==> src/rtl/spw_rx_pkg.sv <==
// Shared definitions for the SpaceWire receive buffer: FCT grant size,
// packet-marker encodings and the credit handshake states.
package spw_rx_pkg;

  localparam int FCT_CHUNK_DEF = 8;

  localparam logic [8:0] NCHAR_EOP = 9'h100;
  localparam logic [8:0] NCHAR_EEP = 9'h101;

  typedef enum logic {IDLE, REQ} credit_state_t;

  // Any control char with data[1]==0 closes a packet (EOP or EEP).
  function automatic logic is_eop_eep(input logic [8:0] nchar);
    return (nchar & 9'h102) == (NCHAR_EOP & 9'h102);
  endfunction

endpackage

==> src/rtl/spw_rx_credit_ctrl.sv <==
// Credit accounting: tracks outstanding link credit and raises one FCT
// request whenever a full chunk of uncommitted space is available.
module spw_rx_credit_ctrl
  import spw_rx_pkg::*;
#(
  parameter int DEPTH      = 64,
  parameter int FCT_CHUNK  = FCT_CHUNK_DEF,
  parameter int MAX_CREDIT = 56,
  parameter int CNT_W      = $clog2(DEPTH + 1)
) (
  input  logic             clock,
  input  logic             reset,
  input  logic             flush,
  input  logic [CNT_W-1:0] counter,
  input  logic             wr_acc,
  input  logic             fct_ack,
  output logic             fct_req,
  output logic [CNT_W-1:0] outstanding
);

  // One extra bit so DEPTH - counter - outstanding can never wrap.
  localparam logic [CNT_W:0]   DEPTH_X = (CNT_W + 1)'(DEPTH);
  localparam logic [CNT_W:0]   CHUNK_X = (CNT_W + 1)'(FCT_CHUNK);
  localparam logic [CNT_W:0]   MAXC_X  = (CNT_W + 1)'(MAX_CREDIT);
  localparam logic [CNT_W-1:0] CHUNK_C = CNT_W'(FCT_CHUNK);

  credit_state_t  state, state_nxt;
  logic [CNT_W:0] free_x, grant_x;
  logic           grant_ok, ack_hit;

  always_comb begin
    free_x    = DEPTH_X - {1'b0, counter} - {1'b0, outstanding};
    grant_x   = {1'b0, outstanding} + CHUNK_X;
    grant_ok  = (free_x >= CHUNK_X) && (grant_x <= MAXC_X);
    state_nxt = state;
    fct_req   = 1'b0;
    ack_hit   = 1'b0;
    case (state)
      IDLE: if (grant_ok) state_nxt = REQ;
      REQ: begin
        fct_req = 1'b1;
        if (fct_ack) begin
          ack_hit   = 1'b1;
          state_nxt = IDLE;
        end
      end
      default: state_nxt = IDLE;
    endcase
  end

  always_ff @(posedge clock) begin
    if (reset || flush) begin
      state       <= IDLE;
      outstanding <= '0;
    end else begin
      state       <= state_nxt;
      outstanding <= outstanding - CNT_W'(wr_acc) + (ack_hit ? CHUNK_C : '0);
    end
  end

endmodule

==> src/rtl/spw_rx_credit_fifo.sv <==
// SpaceWire receive buffer: N-char storage with registered reads, credit
// handshake toward the transmitter, sticky errors and a stored-packet count.
module spw_rx_credit_fifo
  import spw_rx_pkg::*;
#(
  parameter int DATA_W     = 9,
  parameter int DEPTH      = 64,
  parameter int FCT_CHUNK  = FCT_CHUNK_DEF,
  parameter int MAX_CREDIT = 56,
  parameter int CNT_W      = $clog2(DEPTH + 1)
) (
  input  logic              clock,
  input  logic              reset,
  input  logic              flush,
  input  logic              wr_en,
  input  logic [DATA_W-1:0] data_in,
  input  logic              rd_en,
  output logic [DATA_W-1:0] data_out,
  output logic              rd_valid,
  output logic              f_full,
  output logic              f_empty,
  output logic [CNT_W-1:0]  counter,
  output logic              fct_req,
  input  logic              fct_ack,
  output logic              credit_error,
  output logic              overflow_error,
  output logic [CNT_W-1:0]  pkt_count
);

  localparam int PTR_W = $clog2(DEPTH);

  logic [DATA_W-1:0] mem [DEPTH];
  logic [PTR_W-1:0]  wr_ptr, rd_ptr;
  logic [CNT_W-1:0]  outstanding;
  logic [DATA_W-1:0] rd_word;
  logic              wr_acc, rd_acc, pkt_inc, pkt_dec;

  assign f_full  = counter == CNT_W'(DEPTH);
  assign f_empty = counter == '0;
  assign wr_acc  = wr_en && (outstanding != '0) && !f_full;
  assign rd_acc  = rd_en && !f_empty;
  assign rd_word = mem[rd_ptr];
  assign pkt_inc = wr_acc && is_eop_eep({data_in[DATA_W-1], data_in[7:0]});
  assign pkt_dec = rd_acc && is_eop_eep({rd_word[DATA_W-1], rd_word[7:0]});

  spw_rx_credit_ctrl #(
    .DEPTH      (DEPTH),
    .FCT_CHUNK  (FCT_CHUNK),
    .MAX_CREDIT (MAX_CREDIT),
    .CNT_W      (CNT_W)
  ) u_credit (
    .clock       (clock),
    .reset       (reset),
    .flush       (flush),
    .counter     (counter),
    .wr_acc      (wr_acc),
    .fct_ack     (fct_ack),
    .fct_req     (fct_req),
    .outstanding (outstanding)
  );

  // Storage is never cleared; pointers and counter alone define contents.
  always_ff @(posedge clock) begin
    if (wr_acc && !reset && !flush) mem[wr_ptr] <= data_in;
  end

  always_ff @(posedge clock) begin
    if (reset || flush) begin
      wr_ptr         <= '0;
      rd_ptr         <= '0;
      counter        <= '0;
      pkt_count      <= '0;
      data_out       <= '0;
      rd_valid       <= 1'b0;
      credit_error   <= 1'b0;
      overflow_error <= 1'b0;
    end else begin
      rd_valid <= rd_acc;
      if (rd_acc) begin
        data_out <= rd_word;
        rd_ptr   <= rd_ptr + PTR_W'(1);
      end
      if (wr_acc) wr_ptr <= wr_ptr + PTR_W'(1);
      counter   <= counter + CNT_W'(wr_acc) - CNT_W'(rd_acc);
      pkt_count <= pkt_count + CNT_W'(pkt_inc) - CNT_W'(pkt_dec);
      if (wr_en && outstanding == '0) credit_error   <= 1'b1;
      if (wr_en && f_full)            overflow_error <= 1'b1;
    end
  end

endmodule
==> config.mk <==
export PLATFORM = sky130hd
export DESIGN_NAME = spw_rx_credit_fifo
export DESIGN_NICKNAME = d
export VERILOG_FILES = /design/src/rtl/spw_rx_pkg.sv /design/src/rtl/spw_rx_credit_ctrl.sv /design/src/rtl/spw_rx_credit_fifo.sv
export SDC_FILE = /design/constraint.sdc
export NUM_CORES = 1
export LEC_CHECK = 0
export ABC_AREA = 1
export CAP_MARGIN = 20
export CORE_ASPECT_RATIO = 0.5
export CORE_UTILIZATION = 57
export CTS_CLUSTER_SIZE = 25
export DETAILED_ROUTE_END_ITERATION = 8
export DONT_BUFFER_PORTS = 1
export PLACE_DENSITY = 0.84
export SYNTH_ARGS = -nofsm -noshare
export SYNTH_HDL_FRONTEND = slang
export SYNTH_SLANG_ARGS = --single-unit
==> constraint.sdc <==
create_clock -name clock -period 2.9 [get_ports clock]
set_input_delay 0.435 -clock clock [delete_from_list [all_inputs] [get_ports clock]]
set_output_delay 0.435 -clock clock [all_outputs]
set_load 0.02 [all_outputs]
[After elaboration in Yosys (flattened, before gate mapping)]
Memory sizes are Yosys's and may differ from the RTL's. A register that Yosys moved wholly into a read port is not among the register bits.
Index checks and enable logic that the tools add are counted.
Word-level totals
  logic and storage cells: 57
  bits in registers: 46
  memory bits (writable): 576
  output and inout port bits: 29
  memories: 1
Operators by class
  bitwise operators: 1
  order comparisons: 2
  eq/ne operators: 3
  add/sub/neg operators: 11
  multiplexer cells: 11
  reductions and logical operators: 18
Memories
  mem: words 64, bits a word 9, rd ports 1, clocked after memory_dff 1, write ports 1, line spw_rx_credit_fifo.sv:32  | logic [DATA_W-1:0] mem [DEPTH];
Operator list (number)
  7-bit by 1-bit subtractor with 7-bit output: 3
  7-bit by 1-bit adder with 7-bit output: 2
  7-bit logical NOT: 2
  6-bit by 1-bit adder with 6-bit output, second input constant: 2
  6-bit 2-to-1 mux: 2
  1-bit logical AND: 10
  7-bit by 4-bit adder with 8-bit output, second input constant: 1
  8-bit by 4-bit >= comparator with 1-bit output, second input constant: 1
  8-bit by 6-bit <= comparator with 1-bit output, second input constant: 1
  7-bit by 7-bit subtractor with 8-bit output, first input constant: 1
  8-bit by 7-bit subtractor with 8-bit output: 1
  7-bit adder: 1
  7-bit equality test, second input constant: 1
  1-bit 2-to-1 mux: 7
  7-bit nonzero test: 1
  2-bit equality test, second input constant: 2
  1-bit logical NOT: 4
  4-bit 2-to-1 mux: 1
  1-bit one-hot mux with 2 select lines: 1
  1-bit logical OR: 1
  1-bit inverter: 1

[Logic depth before layout (Yosys ltp)]
  depth in word-level cells: 7
  mapped depth: 29
  depth with buffers taken out: 26

[By module]
From an unflattened synthesis, not the netlist that was laid out.
Unflattened totals
  cells, all modules: 2377
  area total of the unflattened synthesis: 26470.4 um^2
Modules (own cells, without submodules)
  spw_rx_credit_fifo: area an instance 25507.0 um^2, times used 1, cells each 2236
  spw_rx_credit_ctrl: area an instance 963.4 um^2, times used 1, cells each 141

[Least setup slack after synthesis]
No wires, ideal clock.
  path kind: register to register
  start: register counter[2]
  end: register pkt_count[6]
  arrival: 3.034 ns
  period minus slack after synthesis: 3.147 ns
  library setup time: 0.113 ns
  data required time: 2.787 ns
  path slack: -0.247 ns
  path buffers: 1
  stages on the path, launching flop included: 25
  cell sequence: dfxtp_1 > inv_1 > ha_1 > nand3_1 > inv_2 > nand3_1 > nand2_1 > inv_1 > buf_2 > nand3_1 > nor2_1 > ha_1 > inv_1 > ha_1 > inv_1 > fa_1 > inv_1 > nand3_1 > and3_1 > inv_1 > a21oi_1 > nor2_1 > nor2_1 > nor2_1 > nor2_1
On the way
  longest elaborated chain between the ends: 6
  elaborated cells on any way between the ends: 10
  classes of those cells: add/sub: 2; eq/ne: 1; reduce/logical: 7
RTL lines
  start: declaration: line spw_rx_credit_fifo.sv:22  | output logic [CNT_W-1:0] counter,
  start signal: assignment: line spw_rx_credit_fifo.sv:84  | counter <= counter + CNT_W'(wr_acc) - CNT_W'(rd_acc);
  7-bit equality test: line spw_rx_credit_fifo.sv:38  | assign f_full = counter == CNT_W'(DEPTH);
  1-bit logical NOT: line spw_rx_credit_fifo.sv:40  | assign wr_acc = wr_en && (outstanding != '0) && !f_full;
  1-bit logical AND: line spw_rx_credit_fifo.sv:40
  1-bit logical AND: line spw_rx_credit_fifo.sv:43  | assign pkt_inc = wr_acc && is_eop_eep({data_in[DATA_W-1], data_in[7:0]});
  7-bit by 1-bit adder with 7-bit output: line spw_rx_credit_fifo.sv:85  | pkt_count <= pkt_count + CNT_W'(pkt_inc) - CNT_W'(pkt_dec);
  7-bit by 1-bit subtractor with 7-bit output *: line spw_rx_credit_fifo.sv:85
  end signal: assignment: line spw_rx_credit_fifo.sv:85
  end: declaration: line spw_rx_credit_fifo.sv:27  | output logic [CNT_W-1:0] pkt_count
Mark *: on every way between the ends. The rest lies on a longest branch, timed or not.
A chain may end at the register's enable or synchronous reset.

==> results_dict.tcl <==
set metrics [dict create \
    yosys.area_share.simple_pct 22.9 \
    status "finished, violations left" \
    final_antenna_net_count 0 \
    syn_area_per_cell_um2 11.3 \
    wl_met3_um 10600 \
    synth.distinct_cells 38 \
    drv_slew 0 \
    setup_viol 7 \
    cp.required_ns 3.38 \
    final.period_utilization_pct 119 \
    arrival_ns 3.93 \
    stdcell_area_um2 31100 \
    path_max_fanout 7 \
    synth-seq-cells 628 \
    relSlewSlack_pct 68.4 \
    fmax_ghz 0.290 \
    crit_path_end_kind "flip-flop" \
    root_buffer "clkbuf_16" \
    wl_met2_um 35100 \
    post-route-min-period_ns 3.45 \
    wl_per_cell_um 24.0 \
    hold_depth 2 \
    yosys-mux-area-fraction_pct 0 \
    viasPerCell 6.44 \
    power_leakage_nw 11.6 \
    routed.top_layer "met4" \
    area_growth_pct 17.7 \
    most-common-layout-cells "682 x nand2_1, 576 x edfxtp_1, 491 x nand3_1" \
    synth_top_family_by_area "simple AND/OR/NAND/NOR gates" \
    crit_path_start_kind "flip-flop" \
    yosys.area_share.adder_pct 2.29 \
    cts.sinks 628 \
    io_buffer_count 0 \
    hp-class "primary input to flip-flop" \
    synth_area_um2 26400 \
    synth_warnings 0 \
    critPathCapture "pkt_count[6]" \
    drv_cap 0 \
    m1WireLength_um 25100 \
    cts_tree "done" \
    skew_ns 0.0150 \
    synth_edf_count 576 \
    utilization_pct 68.4 \
    clk_pin_slew_ns 0.07 \
    layout.cells.most_common "nand2_1" \
    rsz0062_at_grt "yes" \
    drt_iter0_drc 3525 \
    critPathKind "flip-flop to flip-flop" \
    synth-seq-area-share_pct 69.5 \
    cts_buffers 52 \
    start_util_pct 58.1 \
    synthArstFlopShare_pct 0 \
    overflow 0 \
    wl_um 75500 \
    worstRegToRegCells 27 \
    reg2reg_setup_slack_ns -0.55 \
    fp.dieArea_um2 47200 \
    die_width_um 306 \
    fillers 2624 \
    num-nets-final 2571 \
    die_h_um 154 \
    synth_ff_type "edfxtp_1" \
    htreeDepth 2 \
    dpl_cell_area_um2 28000 \
    antenna_found_initial 0 \
    grt_max_degree 65 \
    clock_path_buffers 3 \
    tightest_slew_ns 0.472 \
    power_density_nw_per_um2 787 \
    core_um2 45400 \
    track_usage_pct 29.9 \
    whs_ns 0.0694 \
    setup_ws_ns -0.546 \
    finalHoldViolations 0 \
    dp_hpwl_um 39900 \
    dr_total_vias 20300 \
    drive_gt1_share_pct 17.6 \
    clk_latency_ns 0.60 \
    synth_xor_xnor_area_share_pct 0.232 \
    synth_nets 2403 \
    netlist_instances 2342 \
    drtPass1Iterations 7 \
    p_total_mw 24.5 \
    grt_pass1_wl_um 108000 \
    drc_errors 0 \
    reg2reg_to "pkt_count[6]" \
    place_congestion 0.933 \
    synth_compound_area_share_pct 1.21 \
    violations "setup timing" \
    vdd_drop_max_uv 571 \
    io_pins 44 \
    placementRows 55 \
    grt_pass1_vias 19400 \
]
==> critical path, cell delays in order (launching register included) <==
cell     delay [ns]
dfxtp_4        0.39
inv_8          0.11
buf_12         0.15
buf_16         0.13
nand2_1        0.06
nand3_1        0.08
nand3_1        0.15
nand2_1        0.14
nand2_1        0.08
nand3_2        0.10
nand3_2        0.10
nand2_2        0.09
inv_2          0.04
nor2_4         0.17
ha_4           0.24
inv_2          0.06
ha_4           0.13
inv_2          0.04
fa_2           0.32
inv_2          0.07
nand3_2        0.06
and3_4         0.16
inv_2          0.06
a21oi_2        0.05
nor2_1         0.10
nor2_1         0.07
nor2_1         0.13
nor2_1         0.07
==> layer usage <==
metal	vias up	track usage [%]
met5	-	0
met4	0	14.7
met3	445	6.59
met2	1928	49.4
met1	9405	37.8
li1	8480	-
==> report_power, final <==
part / total, mW / leakage (nW) / switching [mW] / internal [mW]
Combinational: 7.15 / 5.18 / 4.37 / 2.77
Clock: 7.00 / 0.785 / 3.27 / 3.73
Sequential: 10.3 / 5.60 / 0.261 / 10.1
==> cell families (layout without fill, tap and decap cells) <==
logic type | count (synthesis) | in the layout
flip-flops | 628 | 628
buffers and inverters | 214 | 421
other | 0 | 1
XOR/XNOR | 7 | 7
AO/OA/AOI/OAI | 60 | 60
AND/OR/NAND/NOR | 1387 | 1387
adder cells (fa/ha/maj) | 46 | 46
==> registers in the layout (all words and copies together) (netlist names), named ones only <==
register              flops
counter                   7
credit_error              1
data_out                  9
mem                     576
overflow_error            1
pkt_count                 7
rd_ptr                    6
rd_valid                  1
u_credit.outstanding      7
u_credit.state            1
wr_ptr                    6
==> cells in the mapped netlist (3+ instances only) <==
library cell	number	area (um2)
nand2_1	711	2670
edfxtp_1	576	17300
nand3_1	538	2690
nor2_1	115	432
inv_1	74	278
buf_2	61	305
dfxtp_1	52	1040
ha_1	42	526
a21oi_1	32	160
clkbuf_1	24	90.1
o21ai_0	19	95.1
buf_4	18	135
buf_1	12	45.0
buf_6	11	124
inv_2	9	33.8
xor2_1	6	52.6
fa_1	4	80.1
nand3_2	4	40.0
nand4_4	4	85.1
nor3_1	4	20.0
clkinv_1	3	11.3
==> how the worst min path moves through the flow <==
stage | from | end | slack [ns]
3_5_place_dp | rd_ptr[2] | flip-flop | 0.48
2_1_floorplan | rd_ptr[2] | flip-flop | 0.45
4_1_cts | wr_en | credit_error | 0.02
3_3_place_gp | rd_ptr[2] | flip-flop | 0.47
5_1_grt | wr_en | overflow_error | 0.09
6_report | wr_en | overflow_error | 0.07
==> timing repair <==
item	in CTS	in global routing
hold buffers	9	0
buffers inserted	26	9
pin swaps	55	29
gates resized for setup	89	66
hold endpoints to repair	576	0
gates cloned	8	3
setup endpoints to repair	6	18
==> final cells by class <==
type                    instances  area, um2  share of cell area (%)
multi-input cells            1500       7510                    24.2
well taps                     598        748                    2.41
repair buffers                240       2470                    7.95
flip-flops and latches        628      18400                    59.1
diodes                          1       2.50                 0.00805
clock buffers                  65       1380                    4.45
clock inverters                28        241                   0.777
inverters                      88        353                    1.14
==> stage by stage <==
stage	instances	worst slack [ns]	setup TNS, ns
final	3148	-0.546	-2.26
after global routing	3147	-0.638	-2.96
after CTS	3136	-0.233	-0.736
after detailed placement	3001	-0.361	-0.830
after global placement	3001	-0.313	-0.476
after floorplan	2342	0.0101	0
Note: power is estimated with default switching activity, not from simulation.
